==> src/rtl/vram_pkg.sv <==
// Shared types and default widths for the VRAM arbiter slice.
package vram_pkg;

  localparam int VRAM_ADDR_W = 16;
  localparam int VRAM_DATA_W = 8;

  typedef enum logic [1:0] {
    IDLE,
    RD_DATA,
    ACK
  } arb_state_e;

endpackage

==> src/rtl/vram_arbiter_if.sv <==
// Bundle of the video fetch port, the CPU bus port and the single-port RAM port.
interface vram_arbiter_if
  import vram_pkg::*;
#(
  parameter int ADDR_W = VRAM_ADDR_W,
  parameter int DATA_W = VRAM_DATA_W
);

  logic [ADDR_W-1:0] vid_addr;
  logic              vid_rd;
  logic [DATA_W-1:0] vid_data;

  logic              cpu_req;
  logic              cpu_we;
  logic [ADDR_W-1:0] cpu_addr;
  logic [DATA_W-1:0] cpu_wdata;
  logic              cpu_ack;
  logic [DATA_W-1:0] cpu_rdata;

  logic              mem_en;
  logic              mem_we;
  logic [ADDR_W-1:0] mem_addr;
  logic [DATA_W-1:0] mem_wdata;
  logic [DATA_W-1:0] mem_rdata;

  // The arbiter is the slave of the video/CPU requesters and drives the RAM.
  modport slave (
    input  vid_addr, vid_rd, cpu_req, cpu_we, cpu_addr, cpu_wdata, mem_rdata,
    output vid_data, cpu_ack, cpu_rdata, mem_en, mem_we, mem_addr, mem_wdata
  );

  modport master (
    output vid_addr, vid_rd, cpu_req, cpu_we, cpu_addr, cpu_wdata, mem_rdata,
    input  vid_data, cpu_ack, cpu_rdata, mem_en, mem_we, mem_addr, mem_wdata
  );

endinterface

==> src/rtl/vram_wbuf.sv <==
// One-entry posted-write buffer used by vram_arbiter when VRAM_WBUF_EN is defined.
module vram_wbuf
  import vram_pkg::*;
#(
  parameter int ADDR_W = VRAM_ADDR_W,
  parameter int DATA_W = VRAM_DATA_W
) (
  input  logic              clk_pixel,
  input  logic              nreset,
  input  logic              load,
  input  logic [ADDR_W-1:0] load_addr,
  input  logic [DATA_W-1:0] load_data,
  input  logic              drain,
  output logic              full,
  output logic [ADDR_W-1:0] addr,
  output logic [DATA_W-1:0] data
);

  // Load is only offered while empty and drain only while full, so they never collide.
  always_ff @(posedge clk_pixel or negedge nreset) begin
    if (!nreset) begin
      full <= 1'b0;
      addr <= '0;
      data <= '0;
    end else if (load) begin
      full <= 1'b1;
      addr <= load_addr;
      data <= load_data;
    end else if (drain) begin
      full <= 1'b0;
    end
  end

endmodule

==> src/rtl/vram_arbiter.sv <==
// Video/CPU arbiter for a single-port synchronous VRAM; video always wins.
// Define VRAM_WBUF_EN to compile in the one-entry posted-write buffer.
module vram_arbiter
  import vram_pkg::*;
(
  input  logic           clk_pixel,
  input  logic           nreset,
  vram_arbiter_if.slave  bus
);

  arb_state_e state;
  arb_state_e state_nxt;
  logic       cpu_grant;

`ifdef VRAM_WBUF_EN
  logic                   wbuf_load;
  logic                   wbuf_drain;
  logic                   wbuf_full;
  logic [VRAM_ADDR_W-1:0] wbuf_addr;
  logic [VRAM_DATA_W-1:0] wbuf_data;

  assign wbuf_drain = wbuf_full && !bus.vid_rd;

  vram_wbuf #(
    .ADDR_W (VRAM_ADDR_W),
    .DATA_W (VRAM_DATA_W)
  ) u_wbuf (
    .clk_pixel (clk_pixel),
    .nreset    (nreset),
    .load      (wbuf_load),
    .load_addr (bus.cpu_addr),
    .load_data (bus.cpu_wdata),
    .drain     (wbuf_drain),
    .full      (wbuf_full),
    .addr      (wbuf_addr),
    .data      (wbuf_data)
  );
`endif

  assign bus.vid_data = bus.mem_rdata;

  always_ff @(posedge clk_pixel or negedge nreset) begin
    if (!nreset) begin
      state         <= IDLE;
      bus.cpu_rdata <= '0;
    end else begin
      state <= state_nxt;
      if (state == RD_DATA) begin
        bus.cpu_rdata <= bus.mem_rdata;
      end
    end
  end

  // With the buffer, writes are posted regardless of video; reads wait for an empty buffer.
  always_comb begin
    state_nxt   = state;
    cpu_grant   = 1'b0;
    bus.cpu_ack = 1'b0;
`ifdef VRAM_WBUF_EN
    wbuf_load   = 1'b0;
`endif
    case (state)
      IDLE: begin
        if (bus.cpu_req) begin
`ifdef VRAM_WBUF_EN
          if (bus.cpu_we) begin
            if (!wbuf_full) begin
              wbuf_load = 1'b1;
              state_nxt = ACK;
            end
          end else if (!wbuf_full && !bus.vid_rd) begin
            cpu_grant = 1'b1;
            state_nxt = RD_DATA;
          end
`else
          if (!bus.vid_rd) begin
            cpu_grant = 1'b1;
            state_nxt = bus.cpu_we ? ACK : RD_DATA;
          end
`endif
        end
      end
      RD_DATA: state_nxt = ACK;
      ACK: begin
        bus.cpu_ack = 1'b1;
        state_nxt   = IDLE;
      end
      default: state_nxt = IDLE;
    endcase
  end

  // RAM port mux: video, then buffer drain, then a direct CPU access; silent in reset.
  always_comb begin
    bus.mem_en    = 1'b0;
    bus.mem_we    = 1'b0;
    bus.mem_addr  = '0;
    bus.mem_wdata = '0;
    if (!nreset) begin
      bus.mem_en = 1'b0;
    end else if (bus.vid_rd) begin
      bus.mem_en   = 1'b1;
      bus.mem_addr = bus.vid_addr;
`ifdef VRAM_WBUF_EN
    end else if (wbuf_drain) begin
      bus.mem_en    = 1'b1;
      bus.mem_we    = 1'b1;
      bus.mem_addr  = wbuf_addr;
      bus.mem_wdata = wbuf_data;
`endif
    end else if (cpu_grant) begin
      bus.mem_en    = 1'b1;
      bus.mem_we    = bus.cpu_we;
      bus.mem_addr  = bus.cpu_addr;
      bus.mem_wdata = bus.cpu_wdata;
    end
  end

endmodule
==> src/flat_wrapper.sv <==
// flat-port wrapper written by rule: the top's interface ports become plain ports
module vram_arbiter_flat import vram_pkg::*;
  (clk_pixel, nreset, bus_vid_addr, bus_vid_rd, bus_cpu_req, bus_cpu_we, bus_cpu_addr, bus_cpu_wdata, bus_mem_rdata, bus_vid_data, bus_cpu_ack, bus_cpu_rdata, bus_mem_en, bus_mem_we, bus_mem_addr, bus_mem_wdata);
  vram_arbiter_if bus_i ();
  input  logic clk_pixel;
  input  logic nreset;
  input wire logic [$bits(bus_i.vid_addr)-1:0] bus_vid_addr;
  input wire logic [$bits(bus_i.vid_rd)-1:0] bus_vid_rd;
  input wire logic [$bits(bus_i.cpu_req)-1:0] bus_cpu_req;
  input wire logic [$bits(bus_i.cpu_we)-1:0] bus_cpu_we;
  input wire logic [$bits(bus_i.cpu_addr)-1:0] bus_cpu_addr;
  input wire logic [$bits(bus_i.cpu_wdata)-1:0] bus_cpu_wdata;
  input wire logic [$bits(bus_i.mem_rdata)-1:0] bus_mem_rdata;
  output wire logic [$bits(bus_i.vid_data)-1:0] bus_vid_data;
  output wire logic [$bits(bus_i.cpu_ack)-1:0] bus_cpu_ack;
  output wire logic [$bits(bus_i.cpu_rdata)-1:0] bus_cpu_rdata;
  output wire logic [$bits(bus_i.mem_en)-1:0] bus_mem_en;
  output wire logic [$bits(bus_i.mem_we)-1:0] bus_mem_we;
  output wire logic [$bits(bus_i.mem_addr)-1:0] bus_mem_addr;
  output wire logic [$bits(bus_i.mem_wdata)-1:0] bus_mem_wdata;
  assign bus_i.vid_addr = bus_vid_addr;
  assign bus_i.vid_rd = bus_vid_rd;
  assign bus_i.cpu_req = bus_cpu_req;
  assign bus_i.cpu_we = bus_cpu_we;
  assign bus_i.cpu_addr = bus_cpu_addr;
  assign bus_i.cpu_wdata = bus_cpu_wdata;
  assign bus_i.mem_rdata = bus_mem_rdata;
  assign bus_vid_data = bus_i.vid_data;
  assign bus_cpu_ack = bus_i.cpu_ack;
  assign bus_cpu_rdata = bus_i.cpu_rdata;
  assign bus_mem_en = bus_i.mem_en;
  assign bus_mem_we = bus_i.mem_we;
  assign bus_mem_addr = bus_i.mem_addr;
  assign bus_mem_wdata = bus_i.mem_wdata;
  vram_arbiter u_core (.clk_pixel(clk_pixel), .nreset(nreset), .bus(bus_i));
endmodule
==> config.mk <==
export PLATFORM = sky130hd
export DESIGN_NAME = vram_arbiter_flat
export DESIGN_NICKNAME = d
export VERILOG_FILES = /design/src/rtl/vram_pkg.sv /design/src/rtl/vram_arbiter_if.sv /design/src/rtl/vram_wbuf.sv /design/src/rtl/vram_arbiter.sv /design/src/flat_wrapper.sv
export SDC_FILE = /design/constraint.sdc
export NUM_CORES = 1
export LEC_CHECK = 0
export ABC_AREA = 1
export CORE_MARGIN = 4
export CORE_UTILIZATION = 24
export CTS_CLUSTER_DIAMETER = 40
export CTS_CLUSTER_SIZE = 20
export DETAILED_ROUTE_END_ITERATION = 6
export PLACE_DENSITY = 0.76
export RECOVER_POWER = 25
export SYNTH_ARGS = -nofsm -noshare
export SYNTH_HDL_FRONTEND = slang
export SYNTH_HIERARCHICAL = 1
export SYNTH_SLANG_ARGS = --single-unit
==> constraint.sdc <==
create_clock -name clk_pixel -period 1.3 [get_ports clk_pixel]
set_clock_uncertainty 0.1 [all_clocks]
set_input_delay 0.26 -clock clk_pixel [delete_from_list [all_inputs] [get_ports clk_pixel]]
set_output_delay 0.26 -clock clk_pixel [all_outputs]
set_load 0.005 [all_outputs]
## Word-level counts from Yosys, hierarchy flattened

Index checks and enable logic that the tools add are counted.

| cells by class | value |
|---|---|
| reduce and logical (&&, ||, !) cells | 2 |
| mux-type cells | 20 |
| equal/unequal tests | 4 |

Operators with widths:

| operator | number |
|---|---|
| $mux W16 | 3 |
| $mux W8 | 3 |
| $mux W1 | 10 |
| $mux W2 | 3 |
| $ne A2 B2 Y1 const B | 2 |
| $pmux W2 S2 | 1 |
| $eq A2 B1 Y1 const B | 1 |
| $eq A2 B2 Y1 const B | 1 |
| $logic_not A2 Y1 | 1 |
| $reduce_and A2 Y1 | 1 |

| word-level totals | value |
|---|---|
| output and inout port bits | 43 |
| word-level logic and storage cells | 28 |
| bits in registers | 10 |
| input port bits | 53 |

## Depth between registers and ports, before layout

Gate-level depths: netlist (run 1).

| depth | value |
|---|---|
| word-level depth | 6 |
| mapped depth | 6 |
| mapped depth without buffers | 4 |

## Worst setup path before layout (run 1)

OpenSTA, ideal clock, no wires.

| timing | value |
|---|---|
| path type | register to output |
| start point | register u_core.state[0] |
| end point | output bus_mem_addr[6] |
| path buffers | 1 |
| arrival | 0.912 ns |
| required time | 0.940 ns |
| path slack | 0.028 ns |
| stages on the path, launching flop included | 5 |
| path through | dfrtp_1 -> nor2_4 -> buf_4 -> nand4_1 -> nand2_1 |

| on the way | value |
|---|---|
| cells in the longest elaborated chain, start to end | 5 |

Ends and longest elaborated chain:

| element | RTL line | source |
|---|---|---|
| start, declared | vram_arbiter.sv:11 | `arb_state_e state;` |
| start signal, assigned | vram_arbiter.sv:47 | `state <= state_nxt;` |
| $logic_not A2 Y1 | vram_arbiter.sv:62 | `case (state)` |
| $mux W1 | vram_arbiter.sv:62 |  |
| $mux W16 | vram_arbiter.sv:110 | `end else if (cpu_grant) begin` |
| $mux W16 | vram_arbiter.sv:100 | `end else if (bus.vid_rd) begin` |
| $mux W16 | vram_arbiter.sv:98 | `if (!nreset) begin` |
| end, declared | flat_wrapper.sv:19 | `output wire logic [$bits(bus_i.mem_addr)-1:0] bus_mem_addr;` |

Every way passes these cells.

## Final worst setup path (run 1)

| timing | value |
|---|---|
| start point | register u_core.state[0] |
| end point | output bus_mem_wdata[5] |

| on the way | value |
|---|---|
| cells in the longest elaborated chain, start to end | 5 |

Ends and longest elaborated chain:

| element | RTL line | source |
|---|---|---|
| $logic_not A2 Y1 | vram_arbiter.sv:62 |  |
| $mux W1 | vram_arbiter.sv:62 |  |
| $mux W8 | vram_arbiter.sv:110 |  |
| $mux W8 | vram_arbiter.sv:100 |  |
| $mux W8 | vram_arbiter.sv:98 |  |
| end, declared | flat_wrapper.sv:20 | `output wire logic [$bits(bus_i.mem_wdata)-1:0] bus_mem_wdata;` |

Every way passes these cells.

==> run_results.csv, run 1 <==
group,metric,value,unit
outcome,status,"finished with violations",
outcome,violations,"setup timing",
yosys,yosys_warnings,6,
sta,min_period,1.73,ns
power,p_total,1.34,mW
sta,tightestPinTransition,0.530,ns
yosys,synthCells,129,
worst_setup_path,path_buf_inv,2,
worst_setup_path,r2r_slack,0.11,ns
clock_tree,cts.sinks,10,
worst_setup_path,worstPathRequired,0.94,ns
worst_setup_path,cp_slowest_cell,"dfrtp_1",
global_routing,grt_pass1_vias,1257,
route,via_count,1284,
clock_tree,clkLatencyLatePin,0.26,ns
run,maxCapViolations,0,
worst_setup_path,slowest_delay,0.42,ns
floorplan,start_util,24.7,%
floorplan,ios,96,
worst_setup_path,worstSetupStartpoint,"u_core/state[0]",
global_routing,grt_pass1_wl,5600,um
global_routing,top_usage_layer,"met2",
route,first_pass_iters,5,
sta,setup_ws,-0.434,ns
sta,finalHoldViolCount,0,
placed_design,io_buffers,95,
route,drc,0,
worst_setup_path,path_cells,"nor2_4 > buf_6 > nand3_4 > nor2_1 > buf_2",
sta,finalMaxSlewViolations,0,
sta,tns,-10.29,ns
clock_tree,htree_num_levels,1,
yosys,muxShareOfSynthArea,0,%
worst_setup_path,cp.arrival,1.37,ns
worst_setup_path,r2r-end,"u_core/bus.cpu_rdata[3]",
min_path,hold_class,"input port to register",
yosys,synthAdderAreaFrac,0,%
yosys,yosysTopAreaCell,"dfrtp_1",
floorplan,dieArea,0.00444,mm^2
placed_design,dpl.cell_count,274,
layout,area_delta_synth_final,134,%
worst_setup_path,critPathTopFamily,"simple AND/OR/NAND/NOR gates",
yosys,synth_top_area_share,30.3,%
yosys,synth_xor_area_share,0,%
route,drt_iter0_drc,28,
sta,max-slew-margin-rel,64.6,%
yosys,yosysSeqAreaShare,30.3,%
worst_setup_path,crit_path_end,"bus_mem_wdata[5]",
yosys,synthSimpleGateAreaFrac,51.0,%
global_routing,antenna_found_initial,0,
yosys,synth_compound_area_share,0,%
global_routing,use_met1,18.4,%
global_routing,use_met2,27.5,%
floorplan,num_rows,21,
worst_setup_path,crit_path_end_kind,"output pin",
yosys,synth_top_family_by_area,"simple AND/OR/NAND/NOR gates",
worst_setup_path,reg2reg_depth,5,
power,leakage,1.05,nW
route,ant_nets,0,
sta,holdWs,0.366,ns
sta,rsz0062_at_grt,"yes",
clock_tree,cts.clk_slew.worst_paths,0.07,ns
yosys,ys_ff_latch,10,
layout,drive_above_1_share,33.5,%
global_routing,grt.overflow.total,0,
yosys,synth_area_leaders,"dfrtp_1, nand2_1, nand4_1, buf_4, nand3_1",
clock_tree,cts_buffers,3,
floorplan,die_w,66.6,um
clock_tree,cts_tree,"yes",
worst_setup_path,cp.depth,5,
worst_setup_path,critPathMaxFanout,5,
power,ir_drop,0.000366,V
route,drt_wl_total,3580,um
yosys,synth_nets,182,
global_routing,grt.total_usage,16.0,%
worst_setup_path,path_class,"register to output pin",
layout,insertedDiodeCount,0,
global_routing,gr-usage-met3,4.72,%
layout,nNetsFinal,299,
placed_design,gp_congestion,0.737,
sta,max_freq,577,MHz
floorplan,die_h,66.6,um
layout,final_cells,291,
route,avgViaCountPerCell,4.41,
sta,setup_violations,27,
clock_tree,cts.path.max_buffers,2,
yosys,netlist_area,825,um^2
route,wl_per_cell,12.3,um
worst_setup_path,r2r_start,"u_core/state[1]",
global_routing,grt_max_degree,17,
worst_setup_path,critPathLaunchType,"register",
yosys,ys_types,13,
clock_tree,clock-root-buffer,"clkbuf_4",
placed_design,hpwl,2700,um
sta,period_share,133,%
yosys,avgSynthCellArea,6.39,um^2
power,p_per_area,696,mW/mm^2
floorplan,core_area,0.00334,mm^2
[flip-flops by register name (all words and copies together) (netlist names)]
| register | cells |
|---|---|
| u_core/bus.cpu_rdata | 8 |
| u_core/state | 2 |
[cell type report]
type	instances	area (um^2)
fill	331	1410
timing repair buffer	126	1060
multi-input combinational	93	470
sequential	10	250
tap	46	57.6
inverter	12	50.0
clock buffer	4	36.3
[layer usage]
layer,share of wire [%],vias up
met1,39,572
met3,9.0,8
met5,0,-
li1,-,648
met4,2.6,0
met2,50,56
[stage by stage]
step	util, %	setup slack [ns]	area [um^2]
3_5_place_dp	56.3	-0.878	1880
2_1_floorplan	-	0.0281	825
5_1_grt	57.8	-0.525	1930
6_report	57.8	-0.434	1930
4_1_cts	57.3	-0.431	1910
3_3_place_gp	56.3	-0.810	1880
[worst min-delay path by stage]
| stage | slack (ns) | startpoint | end | cells after the start |
|---|---|---|---|---|
| after floorplan | -0.14 | nreset | u_core/bus.cpu_rdata[0] | 0 |
| after global placement | 0.35 | u_core/bus.cpu_rdata[4] | u_core/bus.cpu_rdata[4] | 2 |
| after detailed placement | 0.36 | u_core/bus.cpu_rdata[6] | u_core/bus.cpu_rdata[6] | 2 |
| after CTS | 0.37 | bus_mem_rdata[0] | u_core/bus.cpu_rdata[0] | 4 |
| after global routing | 0.39 | bus_mem_rdata[0] | u_core/bus.cpu_rdata[0] | 4 |
| final | 0.37 | bus_mem_rdata[0] | u_core/bus.cpu_rdata[0] | 4 |
[where the power goes]
group	internal (mW)	total, mW	switching [mW]
clock network	0.170	0.277	0.107
registers	0.379	0.416	0.0365
logic	0.397	0.650	0.253
[timing repair]
| action | in CTS | in global routing |
|---|---|---|
| setup buffers | 10 | 3 |
| gates cloned | 2 | 0 |
| hold buffers | 0 | 0 |
| setup endpoints to repair | 43 | 35 |
| pin swaps | 46 | 26 |
| gates resized for setup | 166 | 14 |
[cells in the final DEF, fill, tap and decap left out]
cell type        instances
buf_12                   1
buf_16                   1
buf_2                   34
buf_4                   21
buf_6                    7
clkbuf_1                 1
clkbuf_4                 3
clkbuf_8                 1
clkdlybuf4s15_1          6
clkdlybuf4s15_2          1
clkdlybuf4s50_1         49
clkinv_4                 1
dfrtp_1                 10
dlygate4sd2_1            5
inv_1                   10
inv_2                    1
nand2_1                 52
nand2_4                  1
nand3_1                  9
nand3_4                  2
nand4_1                 16
nor2_1                   5
nor2_2                   5
nor2_4                   3
[cells in the mapped netlist]
library cell,number
nand4_1,16
nor2_4,2
nand3_1,9
buf_2,3
nand2_2,1
buf_6,1
nor2_1,11
inv_1,11
dfrtp_1,10
nand3_2,1
inv_2,1
buf_4,11
nand2_1,52
[kinds of logic after synthesis]
kind of cell / count (synthesis)
flip-flops: 10
buffers and inverters: 27
AND/OR/NAND/NOR: 92
[worst reg2reg max path: stages (launching register included)]
cell     delay (ns)
dfrtp_1        0.42
inv_1          0.12
buf_4          0.20
nand2_4        0.10
nand2_1        0.08
nand2_1        0.05
Note: power is estimated with default switching activity, not from simulation.
==> run 2: changes to the inputs <==
--- a/config.mk
+++ b/config.mk
@@ -7,11 +7,11 @@
 export LEC_CHECK = 0
 export ABC_AREA = 1
 export CORE_MARGIN = 4
-export CORE_UTILIZATION = 24
+export CORE_UTILIZATION = 27
 export CTS_CLUSTER_DIAMETER = 40
 export CTS_CLUSTER_SIZE = 20
 export DETAILED_ROUTE_END_ITERATION = 6
-export PLACE_DENSITY = 0.76
+export PLACE_DENSITY = 0.81
 export RECOVER_POWER = 25
 export SYNTH_ARGS = -nofsm -noshare
 export SYNTH_HDL_FRONTEND = slang
==> constraint.sdc (replaced) <==
create_clock -name clk_pixel -period 1.7 [get_ports clk_pixel]
set_clock_uncertainty 0.1 [all_clocks]
set_input_delay 0.34 -clock clk_pixel [delete_from_list [all_inputs] [get_ports clk_pixel]]
set_output_delay 0.34 -clock clk_pixel [all_outputs]
set_load 0.005 [all_outputs]
==> run 2 against run 1 <==
Compared with the run above: the flow still finishes with violations (setup timing); sequential cell count unchanged; cell area up 2.5%; wire length increased by 8.0%; register-to-register slack better by 0.28 ns; setup slack improved by 0.28 ns; sequential power fell by 23%; total power fell by 25%; hold slack got worse by 0.30 ns; critical path depth grew 1; sequential share of layout area fell by 0.31 points; critical endpoint is now bus_mem_addr[6]; largest cell class unchanged.
==> run_results.csv, run 2 (synthesized netlist as in run 1, its figures left out) <==
group,metric,value,unit
outcome,status,"finished with violations",
outcome,violations,"setup timing",
layout,nNetsFinal,302,
worst_setup_path,reg2reg_depth,7,
floorplan,core_area,0.00283,mm^2
placed_design,io_buffers,95,
layout,insertedDiodeCount,0,
worst_setup_path,cp.arrival,1.41,ns
global_routing,grt_pass1_vias,1213,
route,avgViaCountPerCell,4.63,
worst_setup_path,crit_path_end_kind,"output pin",
sta,setup_ws,-0.152,ns
worst_setup_path,r2r-end,"u_core/state[0]",
run,maxCapViolations,0,
global_routing,grt.overflow.total,0,
worst_setup_path,r2r_slack,0.39,ns
global_routing,grt_max_degree,17,
route,drt_wl_total,3870,um
sta,setup_violations,21,
layout,largest-register,"u_core/bus.cpu_rdata",
worst_setup_path,crit_top_cell,"buf_12",
layout,fin_util,69.8,%
placed_design,hpwl,2700,um
clock_tree,cts_tree,"yes",
clock_tree,clock-root-buffer,"clkbuf_4",
sta,min_period,1.85,ns
worst_setup_path,critPathMaxFanout,6,
floorplan,die_h,63.3,um
worst_setup_path,path_buf_inv,3,
sta,holdWs,0.0616,ns
clock_tree,cts_buffers,3,
layout,area_delta_synth_final,140,%
layout,largest_register_ffs,8,
route,wl_per_cell,13.9,um
layout,final_area,0.00198,mm^2
worst_setup_path,worstPathRequired,1.26,ns
sta,tightestPinTransition,0.177,ns
route,drc,0,
clock_tree,htree_num_levels,1,
global_routing,grt_pass1_wl,5690,um
sta,max_freq,540,MHz
floorplan,die_w,63.3,um
worst_setup_path,path_class,"register to output pin",
worst_setup_path,path_cells,"nor2_4 > buf_12 > buf_12 > nand4_1 > nand2_1 > buf_2",
sta,max-slew-margin-rel,88.2,%
route,first_pass_iters,4,
floorplan,ios,96,
layout,drive_above_1_share,30.8,%
layout,largestRegisters,"u_core/bus.cpu_rdata (8), u_core/state (2)",
sta,rsz0062_at_grt,"yes",
floorplan,num_rows,19,
placed_design,place_area,0.00189,mm^2
clock_tree,clkLatencyLatePin,0.26,ns
min_path,hold_class,"input port to asynchronous set/reset pin",
layout,layout_commonest_cell,"clkdlybuf4s50_1",
worst_setup_path,slowest_delay,0.41,ns
worst_setup_path,r2r_start,"u_core/state[1]",
worst_setup_path,critPathTopFamily,"flip-flops",
layout,layout_common_cells,"clkdlybuf4s50_1, nand2_1, buf_2, buf_4, nand4_1",
global_routing,grt.total_usage,17.6,%
sta,finalMaxSlewViolations,0,
placed_design,gp_congestion,0.773,
route,drt_iter0_drc,33,
worst_setup_path,cp_slowest_cell,"dfrtp_1",
route,ant_nets,0,
sta,finalHoldViolCount,0,
global_routing,antenna_found_initial,0,
power,p_per_area,511,mW/mm^2
route,via_count,1287,
worst_setup_path,critPathLaunchType,"register",
power,ir_drop,0.000280,V
clock_tree,cts.clk_slew.worst_paths,0.06,ns
sta,period_share,109,%
floorplan,start_util,29.1,%
floorplan,dieArea,0.00400,mm^2
power,leakage,1.07,nW
clock_tree,cts.path.max_buffers,2,
clock_tree,cts.sinks,10,
[run 2: cell types whose count changed in the layout (fill, tap and decap cells not counted), sizes merged]
cell	change
inv	+1
clkdlybuf4s50	+8
buf	-5
clkdlybuf4s15	-6
dlygate4sd2	+4
clkinv	-1
clkinvlp	+1
[run 2: worst max-delay path by stage]
| stage | from | to | depth (start not counted) |
|---|---|---|---|
| 2_1_floorplan | u_core/state[0] | bus_mem_addr[6] | 4 |
| 3_3_place_gp | nreset | bus_mem_addr[12] | 6 |
| 3_5_place_dp | nreset | bus_mem_addr[12] | 6 |
| 4_1_cts | u_core/state[0] | bus_mem_addr[3] | 6 |
| 5_1_grt | u_core/state[1] | bus_mem_addr[6] | 6 |
| 6_report | u_core/state[1] | bus_mem_addr[6] | 6 |
[run 2: metal layers]
| metal | up-vias | track usage, % | part of all wire, % |
|---|---|---|---|
| met4 | 0 | 4.04 | 0.77 |
| met5 | - | 0 | 0 |
| li1 | 646 | - | - |
| met2 | 46 | 34.1 | 54 |
| met3 | 2 | 4.09 | 6.3 |
| met1 | 593 | 19.2 | 38 |
[run 2: worst register-to-register path, stage by stage, from the launching register on]
cell	delay, ns
dfrtp_1	0.41
nor2_4	0.17
buf_12	0.14
buf_6	0.11
buf_4	0.10
buf_4	0.08
nand2_1	0.05
nor2_1	0.08
[run 2: area by class of cell]
| class | instances | area (um^2) |
|---|---|---|
| well taps | 31 | 38.8 |
| repair buffers | 128 | 1160 |
| clock buffers | 3 | 22.5 |
| multi-input cells | 93 | 445 |
| fillers | 249 | 853 |
| flip-flops and latches | 10 | 250 |
| repair inverters | 1 | 7.51 |
| inverters | 12 | 47.5 |
[run 2: metrics by stage]
stage               instances  setup WS (ns)  TNS [ns]  power [mW]
finish                    278         -0.152     -1.71        1.01
global route              278         -0.227     -3.21        1.08
CTS                       275         -0.105    -0.765       0.990
detailed placement        261         -0.607    -15.73       0.829
global placement          261         -0.615    -15.54       0.823
floorplan                 129          0.348         0       0.464
[run 2: timing repair]
action / in CTS / in global routing
resized for setup: 129 / 5
hold buffers: 0 / 0
pin swaps: 18 / 26
buffers inserted: 9 / 2
setup endpoints to repair: 35 / 26
cloned: 2 / 2
[run 2: report_power, final]
part / switching [mW] / internal [mW]
Combinational: 0.193 / 0.348
Clock: 0.0696 / 0.0811
Sequential: 0.0281 / 0.291
Total: 0.291 / 0.719
==> run 3: changes to the inputs <==
--- a/config.mk
+++ b/config.mk
@@ -6,6 +6,7 @@
 export NUM_CORES = 1
 export LEC_CHECK = 0
 export ABC_AREA = 1
+export CAP_MARGIN = 20
 export CORE_MARGIN = 4
 export CORE_UTILIZATION = 27
 export CTS_CLUSTER_DIAMETER = 40
@@ -17,3 +18,4 @@
 export SYNTH_HDL_FRONTEND = slang
 export SYNTH_HIERARCHICAL = 1
 export SYNTH_SLANG_ARGS = --single-unit
+export TNS_END_PERCENT = 100
==> results of run 3 <==
Final layout, timing and power as in run 2 (identical DEF).
==> RTL edit 1: new RTL, config.mk and constraints of run 1 <==
Make the reset (`nreset`) synchronous in one clocked block.
--- a/src/rtl/vram_arbiter.sv
+++ b/src/rtl/vram_arbiter.sv
@@ -41,3 +41,3 @@
 
-  always_ff @(posedge clk_pixel or negedge nreset) begin
+  always_ff @(posedge clk_pixel) begin
     if (!nreset) begin
Behaviour: differs if nreset is asserted again (counterexample within 4 cycles, from zero or initial values and one cycle with nreset low); with nreset held inactive, the same outputs for 10 cycles.
==> RTL edit 1 against run 1 <==
  * The flow still finishes with violations (setup timing)
  * Count of clock-buffer cells in the layout is 1 lower
  * Power shrank 25%
  * Area after synthesis fell by 2.4%
  * Routed wire length fell by 2.5%
  * Critical path depth grew 1
  * Sequential cell count did not move
  * Design area up 1.9%
  * Worst setup slack gained 0.10 ns
  * Largest power group unchanged
==> RTL edit 1: results (changes against run 1) <==
\begin{tabular}{lr}
\hline
Metric & Value \\
\hline
\multicolumn{2}{l}{\textbf{Outcome}} \\
\quad Run status & finished, violations left (unchanged) \\
\quad Violated checks & setup timing (unchanged) \\
\multicolumn{2}{l}{\textbf{Power and ir drop}} \\
\quad Reg power frac & 0.321 (was 0.310) \\
\quad Share of total power in the clock network & 0.198 (was 0.206) \\
\multicolumn{2}{l}{\textbf{Setup path}} \\
\quad Length in cells of the worst reg-to-reg path & 6 (was 5) \\
\quad Worst setup path startpoint & u\_core/state[0] (unchanged) \\
\quad Slowest CP cell & sky130\_fd\_sc\_hd\_\_dfxtp\_2 (was sky130\_fd\_sc\_hd\_\_dfrtp\_1) \\
\quad Reg-to-Reg Start & u\_core/state[1] (unchanged) \\
\quad Crit-path leading delay family & buffers and inverters (was simple AND/OR/NAND/NOR gates) \\
\quad Worst Path Max Fanout & 6 (was 5) \\
\multicolumn{2}{l}{\textbf{Final layout}} \\
\quad Non-clock inverter total of the final layout & 13 (was 12) \\
\quad Share of final-layout standard cells stronger than drive strength 1 & 0.384 (was 0.335) \\
\quad Final instance area & 1960 um2 (was 1930 um2) \\
\quad Fraction of area in registers & 0.103 (was 0.130) \\
\multicolumn{2}{l}{\textbf{Yosys}} \\
\quad Share of the yosys chip area belonging to registers & 0.249 (was 0.303) \\
\quad Ys async rst share & 0 (was 1.00) \\
\quad Synthesized netlist net count & 184 (was 182) \\
\quad Largest cells by area after synthesis & sky130\_fd\_sc\_hd\_\_dfxtp\_1, sky130\_fd\_sc\_hd\_\_nand2\_1, sky130\_fd\_sc\_hd\_\_nand4\_1, sky130\_fd\_sc\_hd\_\_buf\_4, sky130\_fd\_sc\_hd\_\_nor2\_1 (was sky130\_fd\_sc\_hd\_\_dfrtp\_1, sky130\_fd\_sc\_hd\_\_nand2\_1, sky130\_fd\_sc\_hd\_\_nand4\_1, sky130\_fd\_sc\_hd\_\_buf\_4, sky130\_fd\_sc\_hd\_\_nand3\_1) \\
\multicolumn{2}{l}{\textbf{Placed design}} \\
\quad HPWL after detailed placement & 2.61 mm (was 2.70 mm) \\
\quad RePlAce Congestion & 0.720 (was 0.737) \\
\quad Placed cells & 272 (was 274) \\
\multicolumn{2}{l}{\textbf{STA}} \\
\quad Slack of the critical path & -0.333 ns (was -0.434 ns) \\
\quad Worst-Margin Slew & 0.226 ns (was 0.530 ns) \\
\quad \# setup viols final & 26 (was 27) \\
\multicolumn{2}{l}{\textbf{Worst hold path}} \\
\quad Number of stages on the worst hold path & 2 (was 4) \\
\multicolumn{2}{l}{\textbf{CTS}} \\
\quad Post-CTS Setup Bufs & 15 (was 10) \\
\multicolumn{2}{l}{\textbf{Global routing}} \\
\quad First-pass GRT wire length & 5.59 mm (was 5.60 mm) \\
\hline
\end{tabular}
RTL edit 1: cell types whose count changed in the layout (fill, tap and decap cells not counted), moves of 8 or more:
cell / run 1 / this run
sky130_fd_sc_hd__o21ai_0: 0 / 8
sky130_fd_sc_hd__dfrtp_1: 10 / 0
sky130_fd_sc_hd__nor2_1: 5 / 19
sky130_fd_sc_hd__dfxtp_1: 0 / 8
sky130_fd_sc_hd__nand2_1: 52 / 33
sky130_fd_sc_hd__nand3_1: 9 / 1
RTL edit 1: logic make-up (layout without fill, tap and decap cells):
family,Yosys count,after routing,synth area share
AO/OA/AOI/OAI,8,8,0.0498
AND/OR/NAND/NOR,85,85,0.509
buffers and inverters,28,147,0.193
flip-flops,10,10,0.249
RTL edit 1: routing by layer:
layer / vias to the layer above / track usage / part of all wire
met5: - / 0 / 0
li1: 651 / - / -
met4: 0 / 0.0337 / 0.013
met3: 4 / 0.0425 / 0.089
met2: 54 / 0.302 / 0.51
met1: 556 / 0.174 / 0.39
==> RTL edit 2: new RTL, settings of run 1 <==
Without the edit above. The option `VRAM_WBUF_EN` is turned on by a define.
--- a/src/rtl/vram_arbiter.sv
+++ b/src/rtl/vram_arbiter.sv
@@ -2,2 +2,4 @@
 // Define VRAM_WBUF_EN to compile in the one-entry posted-write buffer.
+`define VRAM_WBUF_EN
+
 module vram_arbiter
Check against the original RTL: not equivalent (Yosys sat finds a counterexample within 4 cycles, from zero or initial values and one cycle with nreset low).
==> RTL edit 2 against run 1 <==
  * The flow still finishes with violations (setup timing)
  * Power rose to 4.4 times the old value
  * Die area up 130%
  * Synthesized cell count up 110%
  * Worst hold slack worse by 0.058 ns
  * Routed wire length up 130%
  * Worst setup slack worse by 0.23 ns
  * First-iteration DRC count rose to 3.8 times the old value
  * Register-to-register slack worse by 0.53 ns
  * Design area up 110%
  * Critical path depth up 1
  * Area after synthesis rose to 2.5 times the old value
  * Cell count up 82%
  * Sequential cell count up 25
  * Critical path type unchanged
  * Largest cell class unchanged
  * Largest power group unchanged
==> RTL edit 2: results (changes against run 1) <==
\begin{tabular}{lr}
\hline
Metric & Value \\
\hline
\multicolumn{2}{l}{\textbf{Outcome}} \\
\quad Run status & finished, violations left (unchanged) \\
\quad Violated checks & setup timing (unchanged) \\
\multicolumn{2}{l}{\textbf{STA}} \\
\quad Final TNS setup & -25.19 ns (was -10.29 ns) \\
\quad Slack of the critical path & -0.668 ns (was -0.434 ns) \\
\quad \# setup viols final & 60 (was 27) \\
\multicolumn{2}{l}{\textbf{Final layout}} \\
\quad Number of nets in the final layout & 476 (was 299) \\
\quad Share of final-layout standard cells stronger than drive strength 1 & 0.472 (was 0.335) \\
\quad Finished Layout Cells & 529 (was 291) \\
\quad Largest registers & u\_core/u\_wbuf/addr: 16 flops, u\_core/bus.cpu\_rdata: 8 flops, u\_core/u\_wbuf/data: 8 flops (was u\_core/bus.cpu\_rdata: 8 flops, u\_core/state: 2 flops) \\
\multicolumn{2}{l}{\textbf{Placed design}} \\
\quad RePlAce Congestion & 0.749 (was 0.737) \\
\quad HPWL after detailed placement & 5.34 mm (was 2.70 mm) \\
\quad Placed cells & 494 (was 274) \\
\quad Post-detailed-placement cell area & 3390 um2 (was 1880 um2) \\
\quad Setup slack after placement & -1.09 ns (was -0.878 ns) \\
\multicolumn{2}{l}{\textbf{Power and ir drop}} \\
\quad Standby leakage power & 1.91 nW (was 1.05 nW) \\
\quad Sw Pwr & 2.21 mW (was 396 uW) \\
\multicolumn{2}{l}{\textbf{Yosys}} \\
\quad Compound-Gate Fraction of Synth Area & 0.0762 (was 0) \\
\quad Synthesized netlist net count & 326 (was 182) \\
\quad Fraction of synthesized area in multiplexers & 0.0436 (was 0) \\
\quad Distinct cells, synth & 23 (was 13) \\
\multicolumn{2}{l}{\textbf{Global routing}} \\
\quad GRT Util Overall & 0.157 (was 0.160) \\
\quad First-pass GRT wire length & 12.4 mm (was 5.60 mm) \\
\quad Largest net degree at the start of global routing & 14 (was 17) \\
\multicolumn{2}{l}{\textbf{CTS}} \\
\quad Post-CTS Setup Bufs & 22 (was 10) \\
\quad Max H-tree Level & 2 (was 1) \\
\quad Source-to-sink clock delay at the later pin of the worst-skew pair & 0.29 ns (was 0.26 ns) \\
\multicolumn{2}{l}{\textbf{Setup path}} \\
\quad Crit-path leading delay family & buffers and inverters (was simple AND/OR/NAND/NOR gates) \\
\quad Slack of the worst reg-to-reg path & -0.42 ns (was 0.11 ns) \\
\quad Length in cells of the worst reg-to-reg path & 9 (was 5) \\
\multicolumn{2}{l}{\textbf{Worst hold path}} \\
\quad Worst hold-check path type & input pin to async pin (was input pin to flip-flop) \\
\hline
\end{tabular}
RTL edit 2: cell count changes in the layout (fill, tap and decap cells not counted), sizes merged, moves of 9 or more:
cell   before  now
nand2      53  130
nand4      16    1
inv        11   22
o21ai       0    9
dfrtp      10   35
buf        64   94
a21oi       0   21
RTL edit 2: power groups by stage:
| stage | logic [mW] | registers, mW | clock network [mW] |
|---|---|---|---|
| after floorplan | 1.08 | 1.90 | 0 |
| after CTS | 2.87 | 1.90 | 0.795 |
| after global placement | 2.36 | 1.88 | 0 |
| final | 3.21 | 1.97 | 0.781 |
| after global routing | 3.45 | 2.03 | 0.842 |
| after detailed placement | 2.41 | 1.91 | 0 |
RTL edit 2: how the worst max path moves through the flow:
stage	startpoint	end	slack [ns]	depth (start not counted)
2_1_floorplan	u_core/state[0]	bus_mem_wdata[0]	-0.18	3
3_3_place_gp	bus_vid_rd	bus_mem_addr[14]	-1.07	9
3_5_place_dp	bus_vid_rd	bus_mem_addr[14]	-1.09	9
4_1_cts	u_core/u_wbuf/full	bus_mem_addr[14]	-0.67	7
5_1_grt	u_core/state[1]	bus_mem_addr[8]	-0.73	6
6_report	u_core/state[1]	bus_mem_addr[8]	-0.67	6
RTL edit 2: layer usage:
metal | track usage | vias to the layer above | part of all wire | routed length (um)
met5 | 0 | - | 0 | 0
met4 | 0.0528 | 0 | 0.024 | 197
met3 | 0.0415 | 20 | 0.072 | 594
met2 | 0.284 | 85 | 0.52 | 4300
met1 | 0.177 | 1154 | 0.38 | 3170
li1 | - | 1150 | - | -
RTL edit 2: final cells by class:
class	instances	area [um2]
Clock buffer	7	76.3
Clock inverter	1	5.00
Fill cell	755	4280
Inverter	21	101
Multi-Input combinational cell	197	1280
Sequential cell	35	876
Tap cell	105	131
Timing Repair Buffer	160	1500
Timing Repair inverter	3	52.6
